<file path="src/rtl/parser_rule_loader.sv">
// Serialises one parser layer-rule descriptor into single-word rule writes, optionally reading each back to compare.
// Latency: writes at T+1..T+N after accept at T; ready only in IDLE, so a held descriptor waits until DONE passes.
module parser_rule_loader #(
  parameter int TYPE_NUM          = 4,
  parameter int KEY_FILED_NUM     = 8,
  parameter int TYPE_OFFSET_WIDTH = 6,
  parameter int KEY_OFFSET_WIDTH  = 6,
  parameter int HEAD_SHIFT_WIDTH  = 6,
  parameter int META_SHIFT_WIDTH  = 6,
  parameter int RD_TIMEOUT        = 16
) (
  input  logic                                       i_clk,
  input  logic                                       i_rst,
  input  logic                                       i_desc_valid,
  output logic                                       o_desc_ready,
  input  logic [7:0]                                 i_desc_layer,
  input  logic                                       i_desc_verify,
  input  logic [TYPE_NUM*TYPE_OFFSET_WIDTH-1:0]      i_desc_type_offset,
  input  logic [KEY_FILED_NUM-1:0]                   i_desc_key_offset_v,
  input  logic [KEY_FILED_NUM*KEY_OFFSET_WIDTH-1:0]  i_desc_key_offset,
  input  logic [HEAD_SHIFT_WIDTH-1:0]                i_desc_head_shift,
  input  logic [META_SHIFT_WIDTH-1:0]                i_desc_meta_shift,
  output logic                                       o_rule_wren,
  output logic                                       o_rule_rden,
  output logic [31:0]                                o_rule_addr,
  output logic [31:0]                                o_rule_wdata,
  input  logic                                       i_rule_rdata_valid,
  input  logic [31:0]                                i_rule_rdata,
  output logic                                       o_busy,
  output logic                                       o_done,
  output logic [1:0]                                 o_err,
  output logic [31:0]                                o_err_addr
);

  localparam int N  = TYPE_NUM + KEY_FILED_NUM + 2;
  localparam int CW = $clog2(RD_TIMEOUT) + 1;

  localparam logic [7:0]    LAST_IDX = 8'(N - 1);
  localparam logic [CW-1:0] TMO_LAST = CW'(RD_TIMEOUT - 1);

  localparam logic [2:0] S_IDLE  = 3'd0;
  localparam logic [2:0] S_WRITE = 3'd1;
  localparam logic [2:0] S_READ  = 3'd2;
  localparam logic [2:0] S_WAIT  = 3'd3;
  localparam logic [2:0] S_DONE  = 3'd4;

  localparam logic [1:0] ERR_OK      = 2'd0;
  localparam logic [1:0] ERR_CMP     = 2'd1;
  localparam logic [1:0] ERR_TIMEOUT = 2'd2;

  // Builds {addr, wdata} for word index idx of a rule; used for both writing and readback compare.
  function automatic logic [63:0] gen_word(
    input logic [7:0]                                idx,
    input logic [7:0]                                layer,
    input logic [TYPE_NUM*TYPE_OFFSET_WIDTH-1:0]     toff,
    input logic [KEY_FILED_NUM-1:0]                  kv,
    input logic [KEY_FILED_NUM*KEY_OFFSET_WIDTH-1:0] koff,
    input logic [HEAD_SHIFT_WIDTH-1:0]               hs,
    input logic [META_SHIFT_WIDTH-1:0]               ms
  );
    int                                        i;
    logic [3:0]                                info;
    logic [7:0]                                id;
    logic [31:0]                               data;
    logic [TYPE_NUM*TYPE_OFFSET_WIDTH-1:0]     tsh;
    logic [KEY_FILED_NUM*KEY_OFFSET_WIDTH-1:0] ksh;
    logic [KEY_FILED_NUM-1:0]                  vsh;
    i    = int'(idx);
    info = 4'd0;
    id   = 8'd0;
    data = 32'd0;
    tsh  = '0;
    ksh  = '0;
    vsh  = '0;
    if (i < TYPE_NUM) begin
      info = 4'd2;
      id   = idx;
      tsh  = toff >> (i * TYPE_OFFSET_WIDTH);
      data[TYPE_OFFSET_WIDTH-1:0] = tsh[TYPE_OFFSET_WIDTH-1:0];
    end else if (i < TYPE_NUM + KEY_FILED_NUM) begin
      info = 4'd3;
      id   = 8'(i - TYPE_NUM);
      ksh  = koff >> ((i - TYPE_NUM) * KEY_OFFSET_WIDTH);
      vsh  = kv >> (i - TYPE_NUM);
      data[16] = vsh[0];
      data[KEY_OFFSET_WIDTH-1:0] = ksh[KEY_OFFSET_WIDTH-1:0];
    end else if (i == TYPE_NUM + KEY_FILED_NUM) begin
      info = 4'd4;
      data[HEAD_SHIFT_WIDTH-1:0] = hs;
    end else begin
      info = 4'd5;
      data[META_SHIFT_WIDTH-1:0] = ms;
    end
    return {layer, info, 12'h000, id, data};
  endfunction

  logic [2:0]                                state_q, state_d;
  logic [7:0]                                idx_q, idx_d;
  logic [CW-1:0]                             tmo_q, tmo_d;
  logic                                      wren_q, wren_d;
  logic                                      rden_q, rden_d;
  logic [31:0]                               addr_q, addr_d;
  logic [31:0]                               wdata_q, wdata_d;
  logic                                      done_q, done_d;
  logic [1:0]                                err_q, err_d;
  logic [31:0]                               err_addr_q, err_addr_d;

  logic [7:0]                                layer_q;
  logic                                      verify_q;
  logic [TYPE_NUM*TYPE_OFFSET_WIDTH-1:0]     toff_q;
  logic [KEY_FILED_NUM-1:0]                  kv_q;
  logic [KEY_FILED_NUM*KEY_OFFSET_WIDTH-1:0] koff_q;
  logic [HEAD_SHIFT_WIDTH-1:0]               hs_q;
  logic [META_SHIFT_WIDTH-1:0]               ms_q;

  logic        accept;
  logic        last_word;
  logic [7:0]  nxt_idx;
  logic [63:0] in_word;
  logic [63:0] cur_word;
  logic [63:0] nxt_word;

  assign accept    = i_desc_valid && (state_q == S_IDLE);
  assign last_word = (idx_q == LAST_IDX);
  assign nxt_idx   = last_word ? 8'd0 : idx_q + 8'd1;

  // The first word comes straight from the inputs so writing starts the cycle after accept.
  assign in_word  = gen_word(8'd0, i_desc_layer, i_desc_type_offset, i_desc_key_offset_v,
                             i_desc_key_offset, i_desc_head_shift, i_desc_meta_shift);
  assign cur_word = gen_word(idx_q, layer_q, toff_q, kv_q, koff_q, hs_q, ms_q);
  assign nxt_word = gen_word(nxt_idx, layer_q, toff_q, kv_q, koff_q, hs_q, ms_q);

  always_comb begin
    state_d    = state_q;
    idx_d      = idx_q;
    tmo_d      = tmo_q;
    wren_d     = 1'b0;
    rden_d     = 1'b0;
    addr_d     = addr_q;
    wdata_d    = 32'd0;
    done_d     = 1'b0;
    err_d      = err_q;
    err_addr_d = err_addr_q;
    case (state_q)
      S_IDLE: begin
        if (accept) begin
          state_d    = S_WRITE;
          idx_d      = 8'd0;
          wren_d     = 1'b1;
          addr_d     = in_word[63:32];
          wdata_d    = in_word[31:0];
          err_d      = ERR_OK;
          err_addr_d = 32'd0;
        end
      end
      S_WRITE: begin
        idx_d = nxt_idx;
        if (last_word) begin
          if (verify_q) begin
            state_d = S_READ;
            rden_d  = 1'b1;
            addr_d  = nxt_word[63:32];
          end else begin
            state_d = S_DONE;
            done_d  = 1'b1;
          end
        end else begin
          wren_d  = 1'b1;
          addr_d  = nxt_word[63:32];
          wdata_d = nxt_word[31:0];
        end
      end
      S_READ: begin
        state_d = S_WAIT;
        tmo_d   = '0;
      end
      S_WAIT: begin
        if (i_rule_rdata_valid) begin
          if (i_rule_rdata != cur_word[31:0]) begin
            state_d    = S_DONE;
            done_d     = 1'b1;
            err_d      = ERR_CMP;
            err_addr_d = cur_word[63:32];
          end else if (last_word) begin
            state_d = S_DONE;
            done_d  = 1'b1;
          end else begin
            state_d = S_READ;
            idx_d   = nxt_idx;
            rden_d  = 1'b1;
            addr_d  = nxt_word[63:32];
          end
        end else if (tmo_q == TMO_LAST) begin
          state_d    = S_DONE;
          done_d     = 1'b1;
          err_d      = ERR_TIMEOUT;
          err_addr_d = cur_word[63:32];
        end else begin
          tmo_d = tmo_q + CW'(1);
        end
      end
      S_DONE: state_d = S_IDLE;
      default: state_d = S_IDLE;
    endcase
  end

  always_ff @(posedge i_clk) begin
    if (i_rst) begin
      state_q    <= S_IDLE;
      idx_q      <= 8'd0;
      tmo_q      <= '0;
      wren_q     <= 1'b0;
      rden_q     <= 1'b0;
      addr_q     <= 32'd0;
      wdata_q    <= 32'd0;
      done_q     <= 1'b0;
      err_q      <= ERR_OK;
      err_addr_q <= 32'd0;
    end else begin
      state_q    <= state_d;
      idx_q      <= idx_d;
      tmo_q      <= tmo_d;
      wren_q     <= wren_d;
      rden_q     <= rden_d;
      addr_q     <= addr_d;
      wdata_q    <= wdata_d;
      done_q     <= done_d;
      err_q      <= err_d;
      err_addr_q <= err_addr_d;
    end
  end

  always_ff @(posedge i_clk) begin
    if (i_rst) begin
      layer_q  <= 8'd0;
      verify_q <= 1'b0;
      toff_q   <= '0;
      kv_q     <= '0;
      koff_q   <= '0;
      hs_q     <= '0;
      ms_q     <= '0;
    end else if (accept) begin
      layer_q  <= i_desc_layer;
      verify_q <= i_desc_verify;
      toff_q   <= i_desc_type_offset;
      kv_q     <= i_desc_key_offset_v;
      koff_q   <= i_desc_key_offset;
      hs_q     <= i_desc_head_shift;
      ms_q     <= i_desc_meta_shift;
    end
  end

  assign o_desc_ready = (state_q == S_IDLE);
  assign o_busy       = (state_q == S_WRITE) || (state_q == S_READ) || (state_q == S_WAIT);
  assign o_rule_wren  = wren_q;
  assign o_rule_rden  = rden_q;
  assign o_rule_addr  = addr_q;
  assign o_rule_wdata = wdata_q;
  assign o_done       = done_q;
  assign o_err        = err_q;
  assign o_err_addr   = err_addr_q;

endmodule

</file>
<file path="config.mk">
export PLATFORM = sky130hd
export DESIGN_NAME = parser_rule_loader
export DESIGN_NICKNAME = d
export VERILOG_FILES = /design/src/rtl/parser_rule_loader.sv
export SDC_FILE = /design/constraint.sdc
export NUM_CORES = 1
export LEC_CHECK = 0
export ABC_AREA = 1
export ABC_CLOCK_PERIOD_IN_PS = 5300
export BUFFER_PORTS_ARGS = -buffer_cell sky130_fd_sc_hd__buf_2
export CORE_ASPECT_RATIO = 1.25
export CORE_UTILIZATION = 35
export CTS_CLUSTER_SIZE = 10
export DETAILED_ROUTE_END_ITERATION = 7
export SLEW_MARGIN = 10
export SYNTH_ARGS = -nofsm -noshare
export SYNTH_HDL_FRONTEND = slang
export SYNTH_SLANG_ARGS = --single-unit
</file>
<file path="constraint.sdc">
create_clock -name i_clk -period 5.3 [get_ports i_clk]
set_input_delay 0 -clock i_clk [delete_from_list [all_inputs] [get_ports i_clk]]
set_output_delay 0 -clock i_clk [all_outputs]
set_load 0.02 [all_outputs]
</file>
---- Word level (Yosys, flattened, before mapping) ----
Cells that the tools add are included.
operators by class
  add/sub/neg operators ................... 4
  muxes and demuxes ....................... 72
  equal/unequal tests ..................... 18
  shift operators ......................... 6
  reduce and logical (&&, ||, !) cells .... 12
  $mul .................................... 4
  magnitude comparators ................... 4
operators with widths
  kind                                                                    number
  32-bit 2-to-1 mux                                                       10
  32-bit one-hot mux with 3 select lines                                  1
  48-bit by 32-bit >> shifter with 6-bit output                           2
  8-bit 2-to-1 mux                                                        9
  32-bit by 3-bit multiplier with 31-bit output (second input constant)   2
  32-bit one-hot mux with 2 select lines                                  1
  8-bit by 32-bit >> shifter with 1-bit output                            2
  24-bit by 11-bit >> shifter with 6-bit output                           2
  6-bit 2-to-1 mux                                                        7
  17-bit one-hot mux with 2 select lines                                  1
  3-bit 2-to-1 mux                                                        11
  32-bit by 17-bit inequality test with 1-bit output                      1
  8-bit one-hot mux with 3 select lines                                   1
  8-bit by 2-bit multiplier with 10-bit output (second input constant)    2
  1-bit 2-to-1 mux                                                        18
  8-bit by 3-bit subtractor with 9-bit output (second input constant)     2
  17-bit 2-to-1 mux                                                       1
  8-bit by 5-bit equality test with 1-bit output (second input constant)  2
  8-bit by 3-bit < comparator with 1-bit output (second input constant)   2
  8-bit by 4-bit < comparator with 1-bit output (second input constant)   2
  2-bit inequality test (second input constant)                           6
  3-bit one-hot mux with 4 select lines                                   1
  5-bit 2-to-1 mux                                                        2
  5-bit one-hot mux with 2 select lines                                   1
  20 further kinds                                                        31
word-level totals
  input bits .............................. 137
  flip-flop bits (word level) ............. 218

---- Depth between registers and ports, before layout ----
  depth in word-level cells ............... 10
  mapped depth ............................ 46
  depth with buffers taken out ............ 44

---- Least setup slack after synthesis ----
OpenSTA, ideal clock, no wires.
  path kind ............................... reg-to-reg
  from .................................... reg idx_q[0]
  to ...................................... reg wdata_q[2], in the netlist o_rule_wdata[2]
  arrival time ............................ 5.781 ns
  period minus slack after synthesis ...... 5.851 ns
  setup time .............................. 0.070 ns
  stages on the path, launching flop included .. 38
  path buffers ............................ 4
  setup slack ............................. -0.551 ns
  path through ............................ dfxtp_1 > inv_2 > buf_2 > buf_1 > ha_1 > clkbuf_1 > clkbuf_1 > nand2_1 > clkinv_1 > ha_1 > ha_1 > inv_1 > fa_1 > o21ai_0 > nand2_1 > nand2_1 > a21oi_1 > inv_1 > (+2 left out) > nand2_1 > ha_1 > and3_1 > nand4_1 > nor3_1 > nand4_1 > a21oi_1 > nand2_1 > inv_1 > nand3_1 > a32o_1 > nand2_1 > nand3_1 > nand2_1 > nand3_1 > nand2_1 > nand2_1 > a21oi_1
on the way
  longest elaborated chain between the ends .. 9
ends and longest elaborated chain
  element                                                                                                   RTL line  text
  start, declared                                                                                           98        logic [7:0] idx_q, idx_d;
  start signal, assigned                                                                                    221       idx_q <= idx_d;
  8-bit by 1-bit adder with 8-bit output or 8-bit by 4-bit equality test with 1-bit output (tied branches)  125, 124
  8-bit 2-to-1 mux                                                                                          125       assign nxt_idx = last_word ? 8'd0 : idx_q + 8'd1;
  8-bit by 3-bit subtractor with 9-bit output                                                               83        ksh = koff >> ((i - TYPE_NUM) * KEY_OFFSET_WIDTH);
  32-bit by 3-bit multiplier with 31-bit output                                                             83
  48-bit by 32-bit >> shifter with 6-bit output                                                             83
  6-bit 2-to-1 mux                                                                                          80        end else if (i < TYPE_NUM + KEY_FILED_NUM) begin
  6-bit 2-to-1 mux                                                                                          75        if (i < TYPE_NUM) begin
  17-bit 2-to-1 mux (*)                                                                                     158       if (last_word) begin
  17-bit one-hot mux with 2 select lines (*)                                                                144       case (state_q)
  end signal, assigned                                                                                      226       wdata_q <= wdata_d;
  end, declared                                                                                             103       logic [31:0] wdata_q, wdata_d;
Mark *: on every way between the ends. The rest lies on a longest branch, timed or not.
A chain may end at the register's enable or synchronous reset.

---- Final worst setup path ----
  from .................................... reg idx_q[2]
  to ...................................... reg wdata_q[3], in the netlist o_rule_wdata[3]
Same word-level chain as after synthesis.

==> run summary <==
CP Class = reg -> reg
# Max-Cap Violations = 0
DRC viols = 0
Total GRT Usage = 27.6%
Worst-Skew Late Latency = 460 ps
Clock slew at reported path FFs = 80 ps
Max H-tree Level = 4
Fraction of layout cells with a size suffix above 1 = 29.4%
Fin crit share = 103%
CTS Buf Count = 17
Tightest hold margin = 20.0 ps
Clock sink count = 167
Fin crit period = 5490 ps
Total wire length = 50700 um
#FFs+latches synth = 167
First-pass GRT wire length = 75600 um
HP Start = i_desc_key_offset[8]
Synth cell types = 56
Slowest cell on crit path = dfxtp_4
Highest-count cells in the layout ignoring fill and taps = nand2_1, inv_1, buf_2
Routability Congestion = 0.955
Critical Path AT = 5870 ps
EDFF count, synth = 0
Pre-antenna DRT Iters = 8
Register area share after synthesis = 27.6%
Core region area = 33800 um2
Row count = 75
Max VDD drop = 0.238 mV
Clk_skew = 16.8 ps
GRT Residual Overflow = 0
Worst r2r src = idx_q[2]$_SDFFE_PP0P_
Total Power = 7.34 mW
CP required = 5690 ps
Final Slew Violations = 0
Largest net degree at the start of global routing = 89
CP delay by family, top = simple AND/OR/NAND/NOR gates
Tightest Pin Transition = 1060 ps
RSZ-0062 raised after global routing = true
Initial Util = 35.9%
Setup crit start kind = flip-flop
Initial DRC count = 1385
Pwr dens = 412 nW/um2
Ys async rst share = 0%
Max_slew headroom = 29.3%
Leakage = 7.87 nW
Via-to-Cell Ratio = 5.38
Clock Tree Buf Depth = 2
Post-Syn Area per Cell = 6.29 um2
Worst Hold Class = in -> reg
Synthesized instance count = 1927
Max Clock Freq = 182 MHz
Commonest non-fill, non-tap cell in the layout = nand2_1
Final ANT Viol Nets = 0
CP most frequent cell = nand2_1
Die Y = 210 um
Vias = 14900
Slowest stage delay, CP = 390 ps
Area Growth Syn to Fin = 47.2%
Buf/Inv on CP = 6
Die X-Extent = 168 um
Wirelength per Cell = 18.4 um
Die Area = 35400 um2
CP max FO = 5
Buffers added on ports = 188
Setup slack after layout = -185 ps
Initial antenna violation count = 1
Syn. warnings = 0
Post-Synthesis Cell Area = 12100 um2
DP HPWL = 34600 um
IO Pins = 240
Final Hold Viols = 0
CTS tree = done
Top FF cell, synth = dfxtp_1
Outcome = complete, but fails checks
Root buf cell = clkbuf_16
Vias in the first global route = 14000
Final #Nets = 2517
Critical Path Source = idx_q[2]$_SDFFE_PP0P_
Worst Setup End Kind = flip-flop
Failing checks = setup timing
Final setup vio count = 53
[what timing repair did]
| item | 4_1_cts | 5_1_grt |
|---|---|---|
| endpoints found under the setup margin | 56 | 58 |
| pin swaps | 88 | 146 |
| buffers inserted | 35 | 17 |
| hold buffers | 102 | 0 |
| resized for setup | 173 | 231 |
| endpoints found under the hold margin | 115 | 0 |
| gates cloned | 12 | 1 |
[where the power goes]
group | switching, mW | internal [mW]
Combinational | 2.53 | 1.87
Sequential | 0.0991 | 1.39
Clock | 0.597 | 0.862
[worst paths after layout]
path | end | slack (ps) | cells past startpoint
max | o_rule_wdata[3]$_SDFF_PP0_ | -190 | 38
min | koff_q[8]$_SDFFE_PP0P_ | 20 | 3
min reg2reg | o_err_addr[5]$_SDFFE_PP0P_ | 440 | 2
max reg2reg | o_rule_wdata[3]$_SDFF_PP0_ | -190 | 38
[layout make-up]
type,count,area [um2]
multi-input cells,1434,8630
repair buffers,483,3800
flip-flops and latches,167,3360
well taps,423,529
clock buffers,20,447
fillers,3223,15900
inverters,223,861
diodes,1,2.50
clock inverters,12,213
[kinds of logic (layout without fill, tap and decap cells)]
family / Yosys count / count (layout) / share of synthesized area [%]
xor+xnor: 15 / 15 / 1.08
simple gates: 779 / 782 / 27.7
flops: 167 / 167 / 27.6
other cells: 1 / 52 / 0.0310
fa+ha+maj: 54 / 54 / 5.70
buf+inv: 379 / 738 / 14.0
compound gates: 532 / 532 / 23.9
[synth_stat cells (7+ instances only)]
master / instances / share of area (%)
o21ai_0: 239 / 9.9
nor2_1: 152 / 4.7
xor2_1: 10 / 0.72
o22ai_1: 7 / 0.36
inv_1: 211 / 6.5
buf_2: 17 / 0.70
clkbuf_1: 74 / 2.3
ha_1: 52 / 5.4
nor4_1: 10 / 0.52
o311ai_0: 13 / 0.94
inv_2: 7 / 0.22
a31oi_1: 7 / 0.36
a21oi_1: 206 / 8.5
buf_4: 55 / 3.4
dfxtp_1: 167 / 28
o211ai_1: 13 / 0.81
nand4_1: 43 / 2.2
nand3_1: 150 / 6.2
nand2_1: 387 / 12
nor3_1: 18 / 0.74
o21ai_1: 15 / 0.62
[routing by layer]
layer | global-route usage, % | vias up | wire length (um)
met4 | 16.1 | 2 | 3110
met3 | 4.11 | 159 | 3090
met5 | 0 | - | 12
met2 | 48.1 | 642 | 24600
li1 | - | 7167 | -
met1 | 31.9 | 6892 | 19900
[state kept, by name, summed over array words and instances, names as in the netlist, 2 cells and up]
name          flops
ms_q              6
o_rule_wdata      7
kv_q              8
o_rule_addr      19
tmo_q             5
hs_q              6
o_err_addr       19
state_q           3
o_err             2
toff_q           24
koff_q           48
idx_q             8
layer_q           8
[worst min-delay path, delay by kind of cell]
family / cells / cell delay, ps
buffers and inverters: 1 / 110
AO/OA/AOI/OAI: 2 / 320
[stage by stage]
stage          instances  setup TNS, ps  setup WS, ps  cell area [um2]  util, %
3_3_place_gp        2565         -12240          -359            14000     41.5
3_5_place_dp        2565         -16960          -568            14000     41.5
2_1_floorplan       1977              0          11.9            12300        -
6_report            2763          -3830          -185            17800     52.8
4_1_cts             2746           -445         -54.4            16900     49.9
5_1_grt             2762         -23140          -484            17800     52.8
Note: power is estimated with default switching activity, not from simulation.
